===== src/rtl/wb_port_arbiter.sv =====
// wb_port_arbiter
// Arbitrates the single register-file write port between the in-order W stage
// (fixed priority, no added latency) and the out-of-band long-latency unit.
// Long-latency results wait in a small FIFO and drain whenever the W stage is
// not writing. The block also exports a mask of queued destinations for the
// hazard unit, and raises a stall request if the FIFO head has waited too long.

module wb_port_arbiter #(
    parameter int XLEN     = 32,
    parameter int DEPTH    = 4,
    parameter int MAX_WAIT = 8
) (
    input  logic                     clk,
    input  logic                     reset,
    input  logic                     pipe_regwrite,
    input  logic [4:0]               pipe_rd,
    input  logic [XLEN-1:0]          pipe_result,
    input  logic                     lu_valid,
    output logic                     lu_ready,
    input  logic [4:0]               lu_rd,
    input  logic [XLEN-1:0]          lu_data,
    output logic                     rf_we,
    output logic [4:0]               rf_rd,
    output logic [XLEN-1:0]          rf_wd,
    output logic [31:0]              pend_rd_mask,
    output logic [$clog2(DEPTH):0]   pend_count,
    output logic                     stall_req
);

    localparam int PTR_W  = $clog2(DEPTH);
    localparam int CNT_W  = $clog2(DEPTH) + 1;
    localparam int WAIT_W = $clog2(MAX_WAIT + 1);

    localparam logic [CNT_W-1:0]  CNT_FULL = CNT_W'(DEPTH);
    localparam logic [WAIT_W-1:0] WAIT_MAX = WAIT_W'(MAX_WAIT);

    // FIFO storage: destination and data arrays carry no reset; only the
    // per-entry valid bits and the pointers/count are control state.
    logic [4:0]        r_rd   [DEPTH];
    logic [XLEN-1:0]   r_data [DEPTH];
    logic [DEPTH-1:0]  r_vld;
    logic [PTR_W-1:0]  r_wptr;
    logic [PTR_W-1:0]  r_rptr;
    logic [CNT_W-1:0]  r_count;
    logic [WAIT_W-1:0] r_wait;
    logic              r_stall;

    logic              w_pipe_wr;
    logic              w_accept;
    logic              w_push;
    logic              w_pop;
    logic              w_empty;
    logic [CNT_W-1:0]  w_count_next;
    logic [WAIT_W-1:0] w_wait_next;
    logic [31:0]       w_mask;

    // Saturating increment for the head-wait counter.
    function automatic logic [WAIT_W-1:0] sat_inc(input logic [WAIT_W-1:0] v);
        if (v >= WAIT_MAX) begin
            return WAIT_MAX;
        end
        return v + WAIT_W'(1);
    endfunction

    // A W-stage write to x0 is architecturally a no-op, so it leaves the port free.
    assign w_pipe_wr = pipe_regwrite && (pipe_rd != 5'd0);
    assign w_empty   = (r_count == '0);

    // Ready depends only on occupancy, never on this cycle's pop.
    assign lu_ready  = (r_count < CNT_FULL);

    // A handshake with rd=0 completes but nothing is stored.
    assign w_accept  = lu_valid && lu_ready;
    assign w_push    = w_accept && (lu_rd != 5'd0);

    // Write-port grant: W stage first, otherwise drain the FIFO head.
    always_comb begin
        rf_we = 1'b0;
        rf_rd = 5'd0;
        rf_wd = '0;
        w_pop = 1'b0;
        if (w_pipe_wr) begin
            rf_we = 1'b1;
            rf_rd = pipe_rd;
            rf_wd = pipe_result;
        end else if (!w_empty) begin
            rf_we = 1'b1;
            rf_rd = r_rd[r_rptr];
            rf_wd = r_data[r_rptr];
            w_pop = 1'b1;
        end
    end

    // Occupancy after this edge; a simultaneous push and pop cancel.
    always_comb begin
        w_count_next = r_count;
        case ({w_push, w_pop})
            2'b10:   w_count_next = r_count + CNT_W'(1);
            2'b01:   w_count_next = r_count - CNT_W'(1);
            default: w_count_next = r_count;
        endcase
    end

    // Head-wait counter advances only while entries sit undrained.
    always_comb begin
        w_wait_next = '0;
        if (!w_empty && !w_pop) begin
            w_wait_next = sat_inc(r_wait);
        end
    end

    // Destinations of all valid entries; x0 can never be pending.
    always_comb begin
        w_mask = '0;
        for (int i = 0; i < DEPTH; i++) begin
            if (r_vld[i]) begin
                w_mask[r_rd[i]] = 1'b1;
            end
        end
        w_mask[0] = 1'b0;
    end

    assign pend_rd_mask = w_mask;
    assign pend_count   = r_count;
    assign stall_req    = r_stall;

    // Store the payload of an accepted result at the tail slot.
    always_ff @(posedge clk) begin
        if (w_push) begin
            r_rd[r_wptr]   <= lu_rd;
            r_data[r_wptr] <= lu_data;
        end
    end

    // FIFO control: pointers wrap naturally since DEPTH is a power of two.
    always_ff @(posedge clk or posedge reset) begin
        if (reset) begin
            r_vld   <= '0;
            r_wptr  <= '0;
            r_rptr  <= '0;
            r_count <= '0;
        end else begin
            if (w_pop) begin
                r_vld[r_rptr] <= 1'b0;
                r_rptr        <= r_rptr + PTR_W'(1);
            end
            if (w_push) begin
                r_vld[r_wptr] <= 1'b1;
                r_wptr        <= r_wptr + PTR_W'(1);
            end
            r_count <= w_count_next;
        end
    end

    // Starvation tracking: stall request is registered off the next wait value,
    // so it drops on the same edge that performs the first pop.
    always_ff @(posedge clk or posedge reset) begin
        if (reset) begin
            r_wait  <= '0;
            r_stall <= 1'b0;
        end else begin
            r_wait  <= w_wait_next;
            r_stall <= (w_wait_next >= WAIT_MAX);
        end
    end

endmodule

===== config.mk =====
export PLATFORM = sky130hd
export DESIGN_NAME = wb_port_arbiter
export DESIGN_NICKNAME = d
export VERILOG_FILES = /design/src/rtl/wb_port_arbiter.sv
export SDC_FILE = /design/constraint.sdc
export NUM_CORES = 1
export LEC_CHECK = 0
export ABC_CLOCK_PERIOD_IN_PS = 2600
export BUFFER_PORTS_ARGS = -buffer_cell sky130_fd_sc_hd__buf_4
export CORE_MARGIN = 8
export CORE_UTILIZATION = 50
export CTS_CLUSTER_SIZE = 20
export DETAILED_ROUTE_END_ITERATION = 10
export PLACE_DENSITY_LB_ADDON = 0.3
export RECOVER_POWER = 25
export SLEW_MARGIN = 10
export SYNTH_ARGS = -nofsm -noshare
export SYNTH_HDL_FRONTEND = slang
export SYNTH_SLANG_ARGS = --single-unit

===== constraint.sdc =====
create_clock -name clk -period 2.6 [get_ports clk]
set_input_delay 0.26 -clock clk [delete_from_list [all_inputs] [get_ports clk]]
set_output_delay 0.26 -clock clk [all_outputs]
set_load 0.05 [all_outputs]

Word-level counts from Yosys, hierarchy flattened
Memories as Yosys holds them, arrays and structs flattened.
Index checks and enable logic that the tools add are counted.

storage, ports and cells
  bits in registers = 16
  bits in writable memories = 148
  output and inout bits = 75
  memories kept = 2

operators by class
  add/sub/neg operators = 5
  magnitude comparators = 15
  equal/unequal tests = 2
  mux-type cells = 33
  bitwise gates (word level) = 6
  reduce and logical (&&, ||, !) cells = 16

memory list
  memory  depth  width  read ports  clocked after Yosys merged registers in  write ports  line  RTL
  r_data  4      32     1           0                                        1            40    logic [XLEN-1:0] r_data [DEPTH];
  r_rd    4      5      5           0                                        1            39    logic [4:0] r_rd [DEPTH];

operators with widths
  cell                 count
  $mux 32              6
  $or 32x32->32        3
  $lt 5x6->1 const B   4
  $demux 1 s5          4
  $ge 5x1->1 const B   4
  $mux 4               5
  $mux 1               13
  $logic_and 1x1->1    10
  $mux 5               2
  $reduce_bool 5->1    2
  $ge 4x4->1 const B   2
  $lt 2x3->1 const B   2
  $pmux 3 s2           1
  $add 2x1->2 const B  2
  $add 4x1->4 const B  1
  $and 4x4->4          1
  $demux 1 s2          2
  $ge 2x1->1 const B   2
  $not 4->4            1
  $or 4x4->4           1
  $add 3x1->3 const B  1
  $logic_not 3->1      1
  $lt 3x3->1 const B   1
  $sub 3x1->3 const B  1
  4 further kinds      5

Longest topological paths before layout
Gate-level depths: netlist of the first run.
An unclocked memory read counts as a cell.

  depth in word-level cells = 12
  mapped depth = 11
  depth with buffers taken out = 9

Least setup slack after synthesis of the first run
OpenSTA, ideal clock, no wires.

  path kind = register to register
  from = register r_count[2] (netlist: pend_count[2])
  to = memory r_data[0][0] (enable)
  arrival = 2.360 ns
  data required time = 2.202 ns
  setup slack = -0.158 ns
  stages on the path, launching flop included = 5
  clock period less this slack = 2.758 ns
  cell sequence = dfrtp_1 inv_1 o211a_1 buf_2 and2_1

on the way
  longest elaborated chain between the ends = 5

RTL lines
  item                          line  RTL
  from (decl)                   44    logic [CNT_W-1:0] r_count;
  from (signal assigned)        151   r_count <= w_count_next;
  $lt 3x3->1                    70    assign lu_ready = (r_count < CNT_FULL);
  net lu_ready                  19    output logic lu_ready,
  $logic_and 1x1->1             73    assign w_accept = lu_valid && lu_ready;
  $logic_and 1x1->1             74    assign w_push = w_accept && (lu_rd != 5'd0);
  $mux 1                        129   if (w_push) begin
  $mux 1 (not written as such)  131   r_data[r_wptr] <= lu_data;
  to (decl)                     40

The timed path passes the listed nets, and every way through them passes these cells.

Worst setup path in the final report of the first run
  from = register r_count[0] (netlist: pend_count[0])
  to = output port rf_wd[2]

on the way
  longest elaborated chain between the ends = 3

RTL lines
  item             line  RTL
  $logic_not 3->1  67    assign w_empty = (r_count == '0);
  $mux 32          86    end else if (!w_empty) begin
  $mux 32          82    if (w_pipe_wr) begin
  to (decl)        24    output logic [XLEN-1:0] rf_wd,

No other way between the ends.

==> load_flow_metrics.sql, run 1 <==
INSERT INTO impl_metrics (metric_group, metric, value, unit) VALUES
('layout', 'count_of_nets_after_finishing', '719', ''),
('cts', 'clock_latency', '0.41', 'ns'),
('timing', 'timing.final.crit_share', '95.7', '%'),
('cts', 'post-cts-setup-buffer-count', '0', ''),
('synthesis', 'post_synth_instance_area', '0.00771', 'sq mm'),
('detailed_routing', 'routed_wl', '19.7', 'mm'),
('detailed_routing', 'number_of_violations_reported_at_the_end_of_detailed_routing_iteration_0', '695', ''),
('synthesis', 'yosysWarnings', '0', ''),
('timing', 'rsz0062_at_grt', 'false', ''),
('floorplan', 'width_of_the_chip', '140', 'microns'),
('power_and_ir_drop', 'peakVddDrop', '621', 'uV'),
('detailed_routing', 'routed_wire_length_per_instance', '23.8', 'microns'),
('setup_path', 'cp_slowest_cell', 'dfrtp_1', ''),
('global_routing', 'grt_first_pass_wirelength', '30.6', 'mm'),
('floorplan', 'die_height', '140', 'microns'),
('timing', 'worst_pin_slew', '0.644', 'ns'),
('floorplan', 'fp.dieArea', '0.0197', 'sq mm'),
('synthesis', 'post_synth.cell_area_avg', '16.0', 'sq um'),
('place', 'dp.final_hpwl', '13.1', 'mm'),
('setup_path', 'worst_path_dominant_cell_family', 'simple AND/OR/NAND/NOR gates', ''),
('detailed_routing', 'drt_pre_antenna_iters', '5', ''),
('cts', 'clk_path_buf_depth', '2', ''),
('setup_path', 'worstSetupPathType', 'reg2out', ''),
('timing', 'timing.final.max_slew_violations', '0', ''),
('timing', 'max_clock_skew', '0.00708', 'ns'),
('setup_path', 'critical_path_peak_fanout', '39', ''),
('power_and_ir_drop', 'leakage', '3.52', 'nW'),
('global_routing', 'first_global_vias', '5401', ''),
('synthesis', 'count_of_flip_flops_with_a_built_in_enable_after_synthesis', '148', ''),
('cts', 'cts_max_level', '4', ''),
('setup_path', 'timing.critical_path.slowest_cell_delay', '0.45', 'ns'),
('timing', 'post-route-min-period', '2.49', 'ns'),
('synthesis', 'syn_inst', '482', ''),
('detailed_routing', 'dr_total_vias', '5239', ''),
('timing', 'hold_viol', '0', ''),
('global_routing', 'grt_use_total', '20.1', '%'),
('setup_path', 'worstPathRequired', '2.34', 'ns'),
('setup_path', 'worstPathBufferInverterCount', '2', ''),
('synthesis', 'synth.lib_cells_used.distinct', '54', ''),
('layout', 'nFillCells', '1109', ''),
('timing', 'setup_tns', '0', 'ns'),
('place', 'routability_congestion_estimate_from_global_placement', '0.911', ''),
('floorplan', 'coreArea', '0.0151', 'sq mm'),
('synthesis', 'synth-async-reset-ratio', '9.76', '%'),
('timing', 'setup_violations', '0', ''),
('setup_path', 'cp-end-kind', 'primary output', ''),
('detailed_routing', 'remaining_drc_errors', '0', ''),
('layout', 'mostFrequentLayoutCells', 'edfxtp_1, buf_4, a22o_1', ''),
('layout', 'areaGrowthSynthToFinish', '23.0', '%'),
('cts', 'clock_sink_count', '164', ''),
('setup_path', 'path_common_cell', 'buf_4', ''),
('layout', 'final_cell_count_no_fill', '828', ''),
('detailed_routing', 'ant_nets', '0', ''),
('global_routing', 'overflow', '0', ''),
('cts', 'cts_made_buffers', '17', ''),
('setup_path', 'cp_data_arrival_time', '2.23', 'ns'),
('place', 'placedCellCount', '797', ''),
('global_routing', 'antenna_found_initial', '0', ''),
('cts', 'ctsRootBufferMaster', 'clkbuf_16', ''),
('floorplan', 'floorplan.initialDensity', '50.9', '%'),
('setup_path', 'worstSetupStartpointType', 'register', ''),
('timing', 'slew-limit-headroom', '57.0', '%'),
('synthesis', 'synth_ff_type', 'edfxtp_1', ''),
('setup_path', 'timing.critical_path.cells', 'or3_4 -> and3_2 -> buf_4 -> a22o_1 -> buf_4', ''),
('layout', 'fin_util', '62.6', '%'),
('layout', 'layout_commonest_cell', 'edfxtp_1', ''),
('outcome', 'run_status', 'finished clean', ''),
('detailed_routing', 'vias_per_cell', '6.33', ''),
('hold_path', 'worst_hold_path_type', 'in2reg', ''),
('power_and_ir_drop', 'power.density_cell_area', '1010', 'mW/mm^2'),
('cts', 'tritoncts', 'built', ''),
('layout', 'final_layout_size_suffix_gt1_share', '33.8', '%'),
('cts', 'clk_transition_reported_paths', '0.06', 'ns'),
('synthesis', 'postSynthNetCount', '572', ''),
('run', 'max_cap_viol_count', '0', ''),
('global_routing', 'largest_net_degree_at_the_start_of_global_routing', '42', ''),
('layout', 'antennaDiodeCount', '0', ''),
('synthesis', 'postSynthRegisterBits', '164', ''),
('timing', 'worst_hold_slack', '0.0622', 'ns'),
('timing', 'maxClockFrequency', '402', 'MHz'),
('floorplan', 'io_pins', '153', ''),
('place', 'portBuffers', '151', ''),
('floorplan', 'floorplan.rows', '45', ''),
('synthesis', 'synth_sequential_area_ratio', '62.8', '%');
[through the flow]
step | setup slack, ns | cell area (sq um) | power (W)
floorplan | 0.120 | 7720 | 0.00618
global placement | 0.290 | 9030 | 0.00725
detailed placement | 0.231 | 9030 | 0.00732
CTS | 0.0613 | 9590 | 0.00964
global route | 0.00134 | 9480 | 0.00994
finish | 0.113 | 9480 | 0.00955
[synthesized netlist by cell type (all sizes together), types with 2 or more instances]
cell	number	area [sq um]
edfxtp	148	4440
a22o	41	359
mux4	37	833
clkbuf	21	78.8
buf	18	118
a22oi	17	128
dfrtp	16	400
inv	14	52.6
o221ai	14	123
nand3b	12	90.1
and3b	11	96.3
ha	11	138
nand2	10	37.5
nor2	10	37.5
nor3b	10	75.1
nor3	8	40.0
o22ai	8	50.1
a211o	7	61.3
and3	6	37.5
nand3	6	30.0
o211ai	5	37.5
or3b	5	43.8
xnor2	5	43.8
a221o	4	40.0
and2	4	25.0
nand4	4	25.0
nor2b	3	18.8
o2bb2ai	3	26.3
or3	3	23.8
mux2	2	22.5
nor4	2	12.5
o21ai	2	10.0
or4	2	18.8
[final cells by class]
class	instances	area, sq um	area share, %
Sequential cell	164	4850	51.1
Tap cell	188	235	2.48
Clock buffer	17	425	4.49
Clock inverter	13	118	1.24
Inverter	14	52.6	0.554
Timing Repair Buffer	167	1180	12.4
Multi-Input combinational cell	265	2620	27.7
[logic make-up after synthesis]
group / after synthesis / share of synthesized area (%)
xor gates and xnor gates: 6 / 0.681
other: 1 / 0.0486
DFF: 164 / 62.8
and+or+nand+nor: 98 / 8.16
AOI/OAI and AO/OA: 108 / 11.8
muxes: 40 / 11.2
buffers and inverters: 53 / 3.23
adders and majority gates: 12 / 2.04
[registers in the layout (all words and copies together), names as in the netlist]
register    flops
r_data        128
r_rd           20
r_vld           4
r_wait          4
pend_count      3
r_rptr          2
r_wptr          2
stall_req       1
[report_power, final]
group,internal (W),switching [W],total (W)
logic,0.00143,0.00204,0.00347
clock network,0.00138,0.000918,0.00230
registers,0.00333,0.000452,0.00378
[timing repair]
| action | in CTS | in global routing |
|---|---|---|
| resized for setup | 1 | 0 |
| hold buffers | 1 | 0 |
| endpoints found under the hold margin | 16 | 0 |
| setup endpoints to repair | 24 | 0 |
[worst paths after layout]
kind | slack [ns] | depth (start not counted) | from | end
worst max-delay path | 0.11 | 5 | pend_count[0] | rf_wd[2]
worst min-delay path | 0.06 | 1 | lu_data[5] | r_data[1][5]
worst max register to register | 0.62 | 6 | pend_count[0] | pend_count[1]
worst min register to register | 0.50 | 1 | r_wait[3] | r_wait[2]
max in group asynchronous | 1.62 | 3 | reset | r_rptr[1]
min in group asynchronous | 0.50 | 3 | reset | stall_req
[layer usage]
| layer | routed length, microns | part of all wire [%] | vias up | GRT usage (%) |
|---|---|---|---|---|
| li1 | - | - | 2297 | - |
| met1 | 7940 | 40 | 2607 | 26.0 |
| met2 | 9520 | 48 | 305 | 31.8 |
| met3 | 2000 | 10 | 30 | 6.08 |
| met4 | 297 | 1.5 | 0 | 6.40 |
| met5 | 0 | 0 | - | 0 |
No activity file was read; power rests on OpenSTA's default activity.
==> run 2: changes to the inputs <==
CORE_UTILIZATION = 55   (was 50)
==> load_flow_metrics.sql, run 2 (synthesis results as in run 1) <==
INSERT INTO impl_metrics (metric_group, metric, value, unit) VALUES
('outcome', 'run_status', 'finished clean', ''),
('setup_path', 'cp-end-kind', 'primary output', ''),
('cts', 'tritoncts', 'built', ''),
('run', 'max_cap_viol_count', '0', ''),
('hold_path', 'worst_hold_path_type', 'in2reg', ''),
('power_and_ir_drop', 'power.density_cell_area', '1040', 'mW/mm^2'),
('power_and_ir_drop', 'power.share.combinational', '36.0', '%'),
('place', 'routability_congestion_estimate_from_global_placement', '0.872', ''),
('detailed_routing', 'routed_wire_length_per_instance', '24.4', 'microns'),
('timing', 'setup_violations', '0', ''),
('global_routing', 'grt_use_total', '22.4', '%'),
('power_and_ir_drop', 'leakage', '3.55', 'nW'),
('power_and_ir_drop', 'power.share.switching', '36.1', '%'),
('floorplan', 'fp.dieArea', '0.0181', 'sq mm'),
('timing', 'timing.final.crit_share', '95.9', '%'),
('timing', 'rsz0062_at_grt', 'false', ''),
('timing', 'setup_tns', '0', 'ns'),
('layout', 'layout_commonest_cell', 'edfxtp_1', ''),
('cts', 'cts_made_buffers', '17', ''),
('cts', 'clock_latency', '0.42', 'ns'),
('place', 'dp.final_hpwl', '13.6', 'mm'),
('place', 'portBuffers', '151', ''),
('place', 'placedCellCount', '787', ''),
('place', 'place_worst_setup_slack', '0.191', 'ns'),
('detailed_routing', 'drt_pre_antenna_iters', '5', ''),
('power_and_ir_drop', 'net-switching-power', '0.00359', 'W'),
('power_and_ir_drop', 'internal-power', '0.00634', 'W'),
('setup_path', 'cp_data_arrival_time', '2.23', 'ns'),
('floorplan', 'floorplan.initialDensity', '56.0', '%'),
('cts', 'post-cts-setup-buffer-count', '0', ''),
('cts', 'ctsRootBufferMaster', 'clkbuf_16', ''),
('power_and_ir_drop', 'p_seq_share', '37.4', '%'),
('setup_path', 'worstSetupPathType', 'reg2out', ''),
('timing', 'hold_viol', '0', ''),
('timing', 'postLayoutSetupSlackWorst', '0.107', 'ns'),
('setup_path', 'worstSetupStartpointType', 'register', ''),
('detailed_routing', 'ant_nets', '0', ''),
('floorplan', 'io_pins', '153', ''),
('layout', 'antennaDiodeCount', '0', ''),
('layout', 'layout_top_registers', 'r_data x128, r_rd x20', ''),
('detailed_routing', 'routed_wl', '20.0', 'mm'),
('cts', 'clock_sink_count', '164', ''),
('power_and_ir_drop', 'pwr-share-clk', '26.5', '%'),
('detailed_routing', 'vias_per_cell', '6.37', ''),
('cts', 'clk_path_buf_depth', '2', ''),
('global_routing', 'largest_net_degree_at_the_start_of_global_routing', '38', ''),
('timing', 'timing.final.max_slew_violations', '0', ''),
('global_routing', 'overflow', '0', ''),
('timing', 'worst_pin_slew', '0.973', 'ns'),
('timing', 'slew-limit-headroom', '35.1', '%'),
('layout', 'largest_reg_flops', '128', ''),
('cts', 'clk_transition_reported_paths', '0.07', 'ns'),
('cts', 'cts_max_level', '4', ''),
('timing', 'max_clock_skew', '0.0164', 'ns'),
('timing', 'worst_hold_slack', '0.0450', 'ns'),
('detailed_routing', 'remaining_drc_errors', '0', ''),
('setup_path', 'worstPathRequired', '2.34', 'ns'),
('global_routing', 'antenna_found_initial', '0', ''),
('layout', 'final_layout_size_suffix_gt1_share', '34.2', '%'),
('timing', 'maxClockFrequency', '401', 'MHz'),
('layout', 'count_of_nets_after_finishing', '717', ''),
('global_routing', 'grt_first_pass_wirelength', '30.7', 'mm'),
('layout', 'nFillCells', '965', ''),
('global_routing', 'first_global_vias', '5447', ''),
('floorplan', 'width_of_the_chip', '134', 'microns'),
('detailed_routing', 'number_of_violations_reported_at_the_end_of_detailed_routing_iteration_0', '482', ''),
('setup_path', 'critical_path_peak_fanout', '23', ''),
('layout', 'mostFrequentLayoutCells', 'edfxtp_1, buf_4, a22o_1', ''),
('timing', 'post-route-min-period', '2.49', 'ns'),
('floorplan', 'die_height', '134', 'microns'),
('power_and_ir_drop', 'peakVddDrop', '817', 'uV'),
('layout', 'final_cell_count_no_fill', '820', ''),
('floorplan', 'coreArea', '0.0138', 'sq mm'),
('detailed_routing', 'dr_total_vias', '5226', ''),
('layout', 'areaGrowthSynthToFinish', '24.0', '%'),
('place', 'dpl-instance-area', '0.00902', 'sq mm'),
('layout', 'finish.instance_area', '0.00957', 'sq mm'),
('layout', 'top_register', 'r_data', ''),
('floorplan', 'floorplan.rows', '43', '');
==> run 2: per-stage QoR <==
| stage | power (W) | utilization, % |
|---|---|---|
| final | 0.00993 | 69.4 |
| after global routing | 0.0103 | 69.4 |
| after CTS | 0.0100 | 70.2 |
| after detailed placement | 0.00734 | 65.5 |
| after global placement | 0.00724 | 65.5 |
| after floorplan | 0.00618 | - |
==> run 2: power by group through the flow <==
stage / Sequential [W] / Clock [W] / Combinational, W
after floorplan: 0.00360 / 0 / 0.00258
after global placement: 0.00371 / 0 / 0.00352
after detailed placement: 0.00376 / 0 / 0.00358
after CTS: 0.00371 / 0.00267 / 0.00362
after global routing: 0.00377 / 0.00277 / 0.00378
final: 0.00372 / 0.00263 / 0.00358
==> run 2: routing by layer <==
| layer | share of wire [%] | GRT usage [%] |
|---|---|---|
| met5 | 0 | 0 |
| met4 | 1.4 | 8.36 |
| met3 | 8.9 | 6.17 |
| met2 | 49 | 35.3 |
| met1 | 41 | 28.9 |
==> run 2: critical path: stages (launching register included) <==
cell and delay (ns):
dfrtp_2 0.78, buf_4 0.28, mux4_2 0.32, a22o_1 0.22
buf_4 0.19
==> run 2: repair_timing <==
item,CTS,global route
hold buffers,1,0
endpoints found under the setup margin,0,11
resized for setup,0,1
hold endpoints to repair,16,0
==> run 2: cell type report <==
type	instances	area [sq um]	share of cell area (%)
multi-input cells	265	2620	27.4
inverters	14	52.6	0.549
repair buffers	165	1170	12.3
flip-flops and latches	164	4850	50.7
clock buffers	17	425	4.45
well taps	180	225	2.35
clock inverters	15	215	2.25
==> run 2: path summary, 6_finish.rpt <==
check | start | end | slack (ns) | cells after the start
worst max-delay path | r_rptr[1] | rf_wd[3] | 0.11 | 4
worst min-delay path | lu_rd[0] | r_rd[1][0] | 0.05 | 1
worst max register to register | pend_count[2] | r_data[3][10] | 0.48 | 4
worst min register to register | r_wait[0] | r_wait[0] | 0.50 | 1
max in group asynchronous | reset | r_rptr[0] | 1.64 | 3
min in group asynchronous | reset | pend_count[2] | 0.48 | 3
==> run 3: changes to the inputs <==
BUFFER_PORTS_ARGS = not set   (was -buffer_cell sky130_fd_sc_hd__buf_4)
CORE_UTILIZATION = 64   (was 55)
DONT_BUFFER_PORTS = 1   (was not set)
==> load_flow_metrics.sql, run 3 (synthesis results as in run 1) <==
INSERT INTO impl_metrics (metric_group, metric, value, unit) VALUES
('setup_path', 'timing.critical_path.cells', 'buf_4 -> or3_4 -> and3_4 -> buf_12 -> a22o_4 -> buf_12', ''),
('layout', 'top_register', 'r_data', ''),
('timing', 'worst_pin_slew', '1.06', 'ns'),
('layout', 'count_of_nets_after_finishing', '659', ''),
('detailed_routing', 'routed_wl', '22.9', 'mm'),
('floorplan', 'coreArea', '0.0119', 'sq mm'),
('cts', 'clk_path_buf_depth', '2', ''),
('global_routing', 'antenna_found_initial', '0', ''),
('detailed_routing', 'number_of_violations_reported_at_the_end_of_detailed_routing_iteration_0', '731', ''),
('setup_path', 'cp-end-kind', 'primary output', ''),
('hold_path', 'worst_hold_path_type', 'in2reg', ''),
('outcome', 'run_status', 'finished clean', ''),
('timing', 'hold_viol', '0', ''),
('cts', 'cts_max_level', '4', ''),
('detailed_routing', 'route.met2.wl', '11.4', 'mm'),
('detailed_routing', 'met3_length', '2.45', 'mm'),
('setup_path', 'critical_path_peak_fanout', '29', ''),
('layout', 'nFillCells', '555', ''),
('timing', 'setup_violations', '0', ''),
('global_routing', 'largest_net_degree_at_the_start_of_global_routing', '42', ''),
('detailed_routing', 'routed_wire_length_per_instance', '31.5', 'microns'),
('cts', 'ctsRootBufferMaster', 'clkbuf_16', ''),
('setup_path', 'timing.critical_path.slowest_cell_delay', '0.44', 'ns'),
('floorplan', 'die_height', '126', 'microns'),
('global_routing', 'first_global_vias', '5427', ''),
('timing', 'timing.final.crit_share', '96.7', '%'),
('setup_path', 'worstSetupStartpointType', 'register', ''),
('place', 'dp.final_hpwl', '12.7', 'mm'),
('run', 'max_cap_viol_count', '0', ''),
('setup_path', 'worstPathBufferInverterCount', '3', ''),
('timing', 'slew-limit-headroom', '29.2', '%'),
('setup_path', 'worst_path_dominant_cell_family', 'simple AND/OR/NAND/NOR gates', ''),
('detailed_routing', 'ant_nets', '0', ''),
('global_routing', 'grt_use_total', '29.5', '%'),
('floorplan', 'floorplan.initialDensity', '64.7', '%'),
('global_routing', 'overflow', '0', ''),
('setup_path', 'cp_data_arrival_time', '2.25', 'ns'),
('place', 'portBuffers', '0', ''),
('cts', 'clock_latency', '0.43', 'ns'),
('global_routing', 'grt_first_pass_wirelength', '34.7', 'mm'),
('timing', 'setup_tns', '0', 'ns'),
('floorplan', 'width_of_the_chip', '126', 'microns'),
('cts', 'clock_sink_count', '164', ''),
('power_and_ir_drop', 'power.density_cell_area', '1070', 'mW/mm^2'),
('layout', 'multiInputGateArea', '0.00265', 'sq mm'),
('floorplan', 'floorplan.rows', '40', ''),
('cts', 'tritoncts', 'built', ''),
('detailed_routing', 'vias_per_cell', '7.35', ''),
('timing', 'timing.final.max_slew_violations', '0', ''),
('cts', 'post-cts-setup-buffer-count', '0', ''),
('place', 'placedCellCount', '659', ''),
('detailed_routing', 'dr_total_vias', '5355', ''),
('place', 'routability_congestion_estimate_from_global_placement', '0.881', ''),
('setup_path', 'reg2regPathDepth', '9', ''),
('layout', 'final_layout_size_suffix_gt1_share', '26.6', '%'),
('detailed_routing', 'remaining_drc_errors', '0', ''),
('layout', 'final_cell_count_no_fill', '729', ''),
('timing', 'maxClockFrequency', '398', 'MHz'),
('detailed_routing', 'wl_met1', '8.21', 'mm'),
('layout', 'layout_commonest_cell', 'edfxtp_1', ''),
('power_and_ir_drop', 'peakVddDrop', '777', 'uV'),
('floorplan', 'fp.dieArea', '0.0158', 'sq mm'),
('power_and_ir_drop', 'leakage', '3.50', 'nW'),
('setup_path', 'crit_cells', '6', ''),
('detailed_routing', 'topRoutingLayerUsed', 'met4', ''),
('setup_path', 'worstSetupPathType', 'reg2out', ''),
('layout', 'largest_reg_flops', '128', ''),
('detailed_routing', 'drt_pre_antenna_iters', '7', ''),
('timing', 'max_clock_skew', '0.0120', 'ns'),
('setup_path', 'path_common_cell', 'buf_12', ''),
('layout', 'layout_top_registers', 'r_data x128, r_rd x20', ''),
('timing', 'post-route-min-period', '2.51', 'ns'),
('layout', 'mostFrequentLayoutCells', 'edfxtp_1, buf_12, a22o_1, dlygate4sd3_1, mux4_2', ''),
('setup_path', 'worstPathRequired', '2.34', 'ns'),
('layout', 'final-seq-area', '0.00485', 'sq mm'),
('floorplan', 'io_pins', '153', ''),
('timing', 'rsz0062_at_grt', 'false', ''),
('layout', 'antennaDiodeCount', '0', ''),
('setup_path', 'cp_slowest_cell', 'or3_4', ''),
('hold_path', 'hold-path-cell-count', '3', ''),
('layout', 'areaGrowthSynthToFinish', '26.7', '%'),
('cts', 'cts_made_buffers', '17', ''),
('cts', 'clk_transition_reported_paths', '0.07', 'ns');
==> run 3: final cells by class <==
| type | instances | share of cell area [%] |
|---|---|---|
| sequential | 164 | 49.7 |
| timing repair buffer | 107 | 14.4 |
| multi-input combinational | 265 | 27.2 |
| clock inverter | 15 | 1.95 |
| tap | 147 | 1.88 |
| inverter | 14 | 0.538 |
| clock buffer | 17 | 4.35 |
==> run 3: per-stage QoR <==
stage	power [W]	setup WS (ns)	util [%]	hold WS, ns	cell area [sq um]
4_1_cts	0.0104	0.0172	81.7	0.163	9730
3_3_place_gp	0.00754	0.386	73.3	0.239	8730
5_1_grt	0.0108	0.0348	82.0	0.196	9770
6_report	0.0105	0.0864	82.0	0.186	9770
2_1_floorplan	0.00618	0.120	-	0.174	7720
3_5_place_dp	0.00762	0.349	73.3	0.274	8730
==> run 3: tightest hold or removal path, delay by kind of cell <==
family | cells | cell delay (ns)
compound gates | 2 | 0.21
simple gates | 1 | 0.11
==> run 3: path summary, 6_finish.rpt <==
kind | startpoint | endpoint | slack, ns
max | pend_count[2] | rf_wd[11] | 0.09
min | pipe_rd[4] | r_vld[2] | 0.19
max reg2reg | pend_count[2] | pend_count[2] | 0.44
min reg2reg | r_wait[3] | r_wait[1] | 0.52
max in group asynchronous | reset | r_rptr[0] | 1.75
min in group asynchronous | reset | r_vld[2] | 0.37
==> run 3: metal layers <==
metal	vias up	global-route usage, %
li1	2175	-
met1	2656	35.4
met2	447	48.7
met3	77	9.49
met4	0	11.7
met5	-	0
==> run 3: repair_timing <==
item / in CTS / in global routing
hold buffers: 38 / 0
pin swaps: 0 / 0
endpoints found under the hold margin: 164 / 0
endpoints found under the setup margin: 27 / 28
gates resized for setup: 2 / 8
==> run 3: report_power, final <==
group / total [W] / switching, W / leakage, nW / internal [W]
Sequential: 0.00382 / 0.000476 / 1.54 / 0.00334
Combinational: 0.00402 / 0.00222 / 1.66 / 0.00180
Clock: 0.00265 / 0.00111 / 0.299 / 0.00154
Total: 0.0105 / 0.00381 / 3.50 / 0.00669
